===== src/rtl/snn_run_controller.sv =====
// Run sequencer for one SNN inference: latches the run length and batch, then per timestep
// fetches the input spike word from pattern memory and handshakes one neuron-array update.
module snn_run_controller #(
  parameter int NUM_INPUTS     = 32,
  parameter int PAT_ADDR_BITS  = 8,
  parameter int MEM_RD_LATENCY = 1
) (
  input  logic                         S_AXI_ACLK,
  input  logic                         Local_Reset,
  input  logic                         start,
  input  logic                         abort,
  input  logic [31:0]                  sim_time,
  input  logic [5:0]                   batch_sel,
  output logic                         pat_mem_rd_en,
  output logic [6+PAT_ADDR_BITS-1:0]   pat_mem_addr,
  input  logic [NUM_INPUTS-1:0]        pat_mem_rdata,
  output logic [NUM_INPUTS-1:0]        spike_in_vec,
  output logic                         counters_clear,
  output logic                         step_en,
  input  logic                         step_ack,
  output logic [31:0]                  timestep,
  output logic                         network_busy,
  output logic                         done,
  output logic [2:0]                   dbg_state
);

  typedef enum logic [2:0] {
    S_IDLE   = 3'd0,
    S_CLEAR  = 3'd1,
    S_FETCH  = 3'd2,
    S_WAIT   = 3'd3,
    S_STEP   = 3'd4,
    S_FINISH = 3'd5
  } state_t;

  state_t                  r_state;
  state_t                  w_next;
  logic [31:0]             r_sim_time;
  logic [5:0]              r_batch;
  logic [31:0]             r_t;
  logic [NUM_INPUTS-1:0]   r_spikes;
  logic [2:0]              r_lat_cnt;
  logic                    r_step_en;
  logic                    r_busy;
  logic                    r_done;

  logic [31:0]             w_t_next;
  logic                    w_last_step;
  logic                    w_lat_hit;
  logic                    w_accept;
  logic                    w_kill;

  assign w_t_next    = r_t + 32'd1;
  assign w_last_step = (w_t_next == r_sim_time);
  assign w_lat_hit   = (r_lat_cnt == 3'(MEM_RD_LATENCY));
  // abort beats start in IDLE, and beats every transition once a run is active
  assign w_accept    = (r_state == S_IDLE) && start && !abort;
  assign w_kill      = (r_state != S_IDLE) && abort;

  always_ff @(posedge S_AXI_ACLK or posedge Local_Reset) begin
    if (Local_Reset) begin
      r_state <= S_IDLE;
    end else begin
      r_state <= w_next;
    end
  end

  always_comb begin
    w_next = r_state;
    if (w_kill) begin
      w_next = S_IDLE;
    end else begin
      case (r_state)
        S_IDLE:   if (w_accept) w_next = S_CLEAR;
        S_CLEAR:  w_next = (r_sim_time == 32'd0) ? S_FINISH : S_FETCH;
        S_FETCH:  w_next = S_WAIT;
        S_WAIT:   if (w_lat_hit) w_next = S_STEP;
        S_STEP:   if (step_ack) w_next = w_last_step ? S_FINISH : S_FETCH;
        S_FINISH: w_next = S_IDLE;
        default:  w_next = S_IDLE;
      endcase
    end
  end

  always_ff @(posedge S_AXI_ACLK or posedge Local_Reset) begin
    if (Local_Reset) begin
      r_sim_time <= '0;
      r_batch    <= '0;
      r_t        <= '0;
      r_spikes   <= '0;
      r_lat_cnt  <= '0;
      r_step_en  <= 1'b0;
      r_busy     <= 1'b0;
      r_done     <= 1'b0;
    end else if (w_kill) begin
      // timestep and spikes deliberately hold so software can see where the run stopped
      r_step_en <= 1'b0;
      r_busy    <= 1'b0;
    end else begin
      case (r_state)
        S_IDLE: begin
          if (w_accept) begin
            r_sim_time <= sim_time;
            r_batch    <= batch_sel;
            r_t        <= '0;
            r_done     <= 1'b0;
            r_busy     <= 1'b1;
          end
        end
        S_FETCH: r_lat_cnt <= 3'd1;
        S_WAIT: begin
          if (w_lat_hit) begin
            r_spikes  <= pat_mem_rdata;
            r_step_en <= 1'b1;
          end else begin
            r_lat_cnt <= r_lat_cnt + 3'd1;
          end
        end
        S_STEP: begin
          if (step_ack) begin
            r_step_en <= 1'b0;
            r_t       <= w_t_next;
          end
        end
        S_FINISH: begin
          r_busy <= 1'b0;
          r_done <= 1'b1;
        end
        default: ;
      endcase
    end
  end

  assign pat_mem_rd_en  = (r_state == S_FETCH);
  assign counters_clear = (r_state == S_CLEAR);
  assign pat_mem_addr   = {r_batch, r_t[PAT_ADDR_BITS-1:0]};
  assign spike_in_vec   = r_spikes;
  assign step_en        = r_step_en;
  assign timestep       = r_t;
  assign network_busy   = r_busy;
  assign done           = r_done;
  assign dbg_state      = r_state;

endmodule

===== config.mk =====
export PLATFORM = sky130hd
export DESIGN_NAME = snn_run_controller
export DESIGN_NICKNAME = d
export VERILOG_FILES = /design/src/rtl/snn_run_controller.sv
export SDC_FILE = /design/constraint.sdc
export NUM_CORES = 1
export LEC_CHECK = 0
export ABC_AREA = 1
export BUFFER_PORTS_ARGS = -buffer_cell sky130_fd_sc_hd__buf_2
export CAP_MARGIN = 30
export CORE_MARGIN = 1
export CORE_UTILIZATION = 32
export CTS_CLUSTER_DIAMETER = 200
export DETAILED_ROUTE_END_ITERATION = 8
export PLACE_DENSITY = 0.61
export RECOVER_POWER = 100
export SLEW_MARGIN = 20
export SYNTH_ARGS = -nofsm -noshare
export SYNTH_HDL_FRONTEND = slang
export SYNTH_SLANG_ARGS = --single-unit

===== constraint.sdc =====
create_clock -name S_AXI_ACLK -period 3.4 [get_ports S_AXI_ACLK]
set_input_delay 0.68 -clock S_AXI_ACLK [delete_from_list [all_inputs] [get_ports S_AXI_ACLK]]
set_output_delay 0.68 -clock S_AXI_ACLK [all_outputs]
set_load 0.05 [all_outputs]

Word level (Yosys, flattened, before mapping)
Cells that the tools add are included.
{"block": "word_totals", "wordCells": 66, "in_bits": 75, "reg_bits": 111, "output_inout_bits": 86}
{"block": "op_classes", "mux": 21, "n_bitwise": 1, "reduce_logical": 20, "n_addsub": 2, "n_eq_ne": 13}
{"op": "$mux W32", "count": 2}
{"op": "$pmux W32 S2", "count": 1}
{"op": "$add A32 B1 Y32 const B", "count": 1}
{"op": "$eq A32 B32 Y1", "count": 1}
{"op": "$logic_not A32 Y1", "count": 1}
{"op": "$mux W3", "count": 7}
{"op": "$reduce_and A3 Y1", "count": 6}
{"op": "$pmux W3 S5", "count": 1}
{"op": "$ne A3 B3 Y1 const B", "count": 3}
{"op": "$reduce_bool A3 Y1", "count": 3}
{"op": "$eq A3 B1 Y1 const B", "count": 2}
{"op": "$eq A3 B2 Y1 const B", "count": 2}
{"op": "$eq A3 B3 Y1 const B", "count": 2}
{"op": "$mux W1", "count": 6}
{"op": "$ne A2 B2 Y1 const B", "count": 3}
{"op": "$pmux W1 S2", "count": 3}
{"op": "$pmux W3 S2", "count": 1}
{"op": "$reduce_bool A2 Y1", "count": 3}
{"op": "$reduce_and A4 Y1", "count": 1}
{"op": "$add A3 B1 Y3 const B", "count": 1}
{"op": "$logic_and A1 B1 Y1", "count": 3}
{"op": "$logic_not A3 Y1", "count": 1}
{"op": "$reduce_and A2 Y1", "count": 1}
{"op": "$logic_not A1 Y1", "count": 1}
{"op": "$not A1 Y1", "count": 1}

Longest topological paths before layout
{"block": "depth", "word_depth": 6, "ltp_mapped": 19, "depth_no_buf": 19}

Worst setup path before layout
No wires, ideal clock.
{"block": "synth_timing", "path_type": "register -> output", "start": "reg r_state[1] (netlist: dbg_state[1])", "end": "out pat_mem_rd_en", "slack_ps": 747, "arrival_ps": 1973, "n_path_buf": 0, "stages_incl_launch_ff": 3, "t_required_ps": 2720, "path_cell_list": "dfrtp_1 > inv_1 > nor3_1"}
{"block": "synth_via", "elab_chain_len": 1}
{"item": "from (decl)", "line_no": "36", "text": "state_t r_state;"}
{"item": "from (signal assigned)", "line_no": "64", "text": "r_state <= w_next;"}
{"item": "$eq A3 B2 Y1", "line_no": "134", "text": "assign pat_mem_rd_en = (r_state == S_FETCH);"}
{"item": "to (decl)", "line_no": "14", "text": "output logic pat_mem_rd_en,"}
No other way between the ends.

Worst setup path in the final report
{"block": "layout_timing", "start": "reg r_t[1] (netlist: timestep[1])", "end": "reg r_state[0] (netlist: dbg_state[0])"}
{"block": "layout_via", "elab_chain_len": 6}
{"item": "from (decl)", "line_no": "40", "text": "logic [31:0] r_t;"}
{"item": "from (signal assigned)", "line_no": "122", "text": "r_t <= w_t_next;"}
{"item": "$add A32 B1 Y32", "line_no": "53", "text": "assign w_t_next = r_t + 32'd1;"}
{"item": "$eq A32 B32 Y1", "line_no": "54", "text": "assign w_last_step = (w_t_next == r_sim_time);"}
{"item": "$mux W3 (2 in series)", "line_no": "78", "text": "S_STEP: if (step_ack) w_next = w_last_step ? S_FINISH : S_FETCH;"}
{"item": "$pmux W3 S5", "line_no": "73", "text": "case (r_state)"}
{"item": "$mux W3", "line_no": "70", "text": "if (w_kill) begin"}
No other way between the ends. The select of a mux whose other input is x is not followed.
A chain may end at the register's enable or synchronous reset.

==> flow_summary_export.csv <==
group,metric,value,unit
outcome,status,"complete, but fails checks",
outcome,violations,"capacitance limit, slew limit",
floorplan,die-area,20200,µm²
logic_synthesis,synth_edf_count,0,
global_route,grt_use_met1,0.248,
logic_synthesis,synthesis.nets,884,
global_route,globalRouteTotalUtil,0.184,
placement,dp_cells,1207,
timing,rsz0062_at_grt,"no",
logic_synthesis,synth-main-ff-cell,"dfrtp_1",
placement,portBuffers,160,
global_route,first_global_vias,5594,
setup_path,cp.arrival,3.13,ns
setup_path,r2r_cells,17,
setup_path,crit_required,3.70,ns
final_layout,diodes,0,
floorplan,fp.dieW,142,µm
detailed_routing,routed_wl,17800,µm
final_layout,final_nets,1036,
pwr,p_int,2.96,mW
timing,min_period_over_period,0.832,
timing,hold_viol_final,0,
timing,slew_violations,27,
pwr,p_seq_frac,0.370,
min_path,hp-start,"r_batch[3]",
floorplan,start_util,0.331,
placement,dp_hpwl,13500,µm
setup_path,critPathMaxStageDelay,0.49,ns
pwr,swShare,0.477,
clocking,clockBufferDepth,2,
logic_synthesis,yosysSeqAreaShare,0.443,
clocking,cts_tree,"done",
detailed_routing,drt_iter0_markers,373,
clocking,cts-root-buf,"clkbuf_16",
logic_synthesis,yosysWarnings,0,
global_route,grt.busiest_layer,"met2",
global_route,antenna_found_initial,0,
floorplan,die_height,142,µm
clocking,cts_buffers,9,
setup_path,r2r-end,"dbg_state[0]",
pwr,netSwitchingPower,2.70,mW
clocking,post_cts_buffers,0,
clocking,cts_resized,0,
setup_path,cp_max_fo,6,
min_path,holdCritPathClass,"flip-flop to flip-flop",
setup_path,worstSetupPathType,"flip-flop to flip-flop",
min_path,worstHoldPathCells,2,
global_route,grt_pass1_wl,28700,µm
setup_path,crit_top_cell,"nand2_1",
logic_synthesis,synth_seq_cells,111,
timing,finClkSkew,0.0113,ns
final_layout,fin_util,0.393,
global_route,grt_max_degree,68,
clocking,postCtsHoldBufs,0,
logic_synthesis,synthArstFlopShare,1.00,
clocking,clk_latency,0.36,ns
timing,worst_slew_pin_slew,1.51,ns
detailed_routing,vias,5795,
pwr,power_frac_clock,0.195,
timing,setup_viol,0,
setup_path,cp_cell_sequence,"ha_1, nand2_2, nor2_4, nand2_1, nor2_1, nand2_1, nand2_1, nand2_1, nand2_1, nand2_1, nor2_1, nand2_1, nor2_1, nand4_1, nand2_1, nand2_1, nand2_1",
final_layout,area_delta_synth_final,18.9,%
setup_path,cp-end-kind,"flip-flop",
global_route,gr-usage-met3,0.0458,
setup_path,crit_slowest_cell,"dfrtp_1",
setup_path,r2r_slack,0.57,ns
detailed_routing,ant_nets,0,
floorplan,core_area,19000,µm²
floorplan,num_rows,50,
global_route,grtUsageMet2,0.288,
pwr,finalPower,5.66,mW
detailed_routing,vias_per_cell,4.74,
placement,routabilityCongestion,0.907,
final_layout,finalNonFillerCells,1223,
pwr,p_leak,3.50,nW
timing,fmax,353,MHz
logic_synthesis,avgSynthCellArea,7.78,µm²
timing,fin_crit,2.83,ns
detailed_routing,dr.pass1.iters,4,
clocking,clk_pin_slew,0.08,ns
global_route,overflow,0,
detailed_routing,wl_per_cell,14.6,µm
logic_synthesis,synthDistinctLibCells,36,
pwr,comb_power_share,0.435,
timing,tns,0,ns
pwr,pwr_density_cell,759,nW/µm²
setup_path,r2r-start,"timestep[1]",
floorplan,io_pins,161,
min_path,min_to,"r_batch[3]",
timing,max-slew-margin-rel,-0.00347,
logic_synthesis,synth_area,6270,µm²
run,max_cap_viol_count,1,
setup_path,worstSetupStartpointType,"flip-flop",
pwr,ir_drop,0.586,mV
final_layout,fill_cells,2036,
detailed_routing,route.detailed.drc,0,
final_layout,drive_gt1_frac,0.155,
clocking,htree_levels,3,
clocking,clkSinkCount,111,
logic_synthesis,syn_inst,806,
[power groups by stage]
stage | clock network, mW | registers [mW] | logic [mW]
2_1_floorplan | 0 | 2.96 | 1.08
3_3_place_gp | 0 | 2.10 | 2.55
3_5_place_dp | 0 | 2.11 | 2.57
4_1_cts | 1.14 | 2.09 | 2.57
5_1_grt | 1.18 | 2.16 | 2.65
6_report | 1.10 | 2.10 | 2.46
[worst max-delay path, delay by kind of cell, from the launching register on]
family	cells	cell delay, ns
and+or+nand+nor	16	2.01
DFF	1	0.49
adders and majority gates	1	0.27
[cell usage after synthesis, types with 2 or more instances]
| master | instances | area (µm²) |
|---|---|---|
| a21oi_1 | 3 | 15.0 |
| buf_1 | 3 | 11.3 |
| buf_2 | 6 | 30.0 |
| buf_4 | 8 | 60.1 |
| buf_6 | 3 | 33.8 |
| clkbuf_1 | 4 | 15.0 |
| dfrtp_1 | 111 | 2780 |
| ha_1 | 3 | 37.5 |
| inv_1 | 89 | 334 |
| inv_2 | 3 | 11.3 |
| mux2_1 | 11 | 124 |
| mux2_2 | 21 | 236 |
| nand2_1 | 264 | 991 |
| nand2_2 | 14 | 87.6 |
| nand2_4 | 2 | 22.5 |
| nand3_1 | 78 | 390 |
| nand4_1 | 8 | 50.1 |
| nor2_1 | 65 | 244 |
| nor2_2 | 7 | 43.8 |
| nor2_4 | 6 | 67.6 |
| nor2_8 | 5 | 100 |
| nor3_2 | 2 | 20.0 |
| nor4_1 | 9 | 56.3 |
| o21a_1 | 2 | 15.0 |
| o21ai_0 | 39 | 195 |
| o22ai_1 | 27 | 169 |
| xnor3_1 | 2 | 45.0 |
| xor2_1 | 3 | 26.3 |
[registers in the layout (all words and copies together) (netlist names)]
register / cells
r_sim_time: 32
dbg_state: 3
timestep: 32
spike_in_vec: 32
r_lat_cnt: 3
step_en: 1
r_batch: 6
done: 1
network_busy: 1
[stage by stage]
step,hold slack (ns),instance area (µm²),setup WS (ns)
after CTS,0.394,7620,0.831
after global routing,0.515,7460,0.291
after floorplan,0.490,6280,0.747
after detailed placement,0.461,7300,0.846
after global placement,0.468,7300,0.890
final,0.488,7460,0.570
[logic make-up (layout without fill, tap and decap cells)]
logic type / Yosys count / after routing / share of synthesized area
and+or+nand+nor: 463 / 463 / 0.333
AOI/OAI and AO/OA: 75 / 75 / 0.0686
buffers and inverters: 116 / 273 / 0.0790
adders and majority gates: 3 / 3 / 0.00598
xor gates and xnor gates: 6 / 6 / 0.0128
muxes: 32 / 32 / 0.0574
DFF: 111 / 111 / 0.443
[per-layer routing]
| metal | up-vias | wire length [µm] |
|---|---|---|
| met2 | 217 | 7860 |
| met4 | 0 | 349 |
| li1 | 2906 | - |
| met3 | 25 | 1260 |
| met1 | 2647 | 8330 |
| met5 | - | 0 |
[cells in the final DEF, fill, tap and decap left out, types with 2 or more instances in the layout]
cell	synthesis	routed
mux2_2	21	21
inv_8	0	2
nor3_1	1	2
o22ai_1	27	27
nand4_1	8	8
nand3_1	78	78
nor2_8	5	5
inv_1	89	90
a21oi_1	3	3
o21a_1	2	2
clkbuf_1	4	88
clkbuf_16	0	9
nor2_2	7	5
ha_1	3	3
nor2_4	6	6
nand2_1	264	265
nor4_1	9	9
buf_2	6	74
mux2_1	11	11
xnor3_1	2	2
clkbuf_2	0	2
xor2_1	3	3
clkinv_8	0	3
nor2_1	65	67
nand2_2	14	14
dfrtp_1	111	111
o21ai_0	39	39
[worst max-delay path by stage]
| stage | startpoint | to | depth (start not counted) |
|---|---|---|---|
| after floorplan | dbg_state[1] | pat_mem_rd_en | 2 |
| after global placement | timestep[0] | dbg_state[2] | 17 |
| after detailed placement | abort | timestep[23] | 8 |
| after CTS | timestep[0] | dbg_state[2] | 17 |
| after global routing | timestep[0] | dbg_state[2] | 17 |
| final | timestep[1] | dbg_state[0] | 17 |
[area by class of cell]
| cell class | count | area [µm²] | area share |
|---|---|---|---|
| Tap cell | 260 | 325 | 0.0436 |
| Clock inverter | 7 | 87.6 | 0.0117 |
| Clock buffer | 9 | 225 | 0.0302 |
| Multi-Input combinational cell | 579 | 2980 | 0.399 |
| Inverter | 92 | 347 | 0.0465 |
| Timing Repair Buffer | 165 | 718 | 0.0963 |
| Sequential cell | 111 | 2780 | 0.372 |
Power figures use the tool's default switching activity.
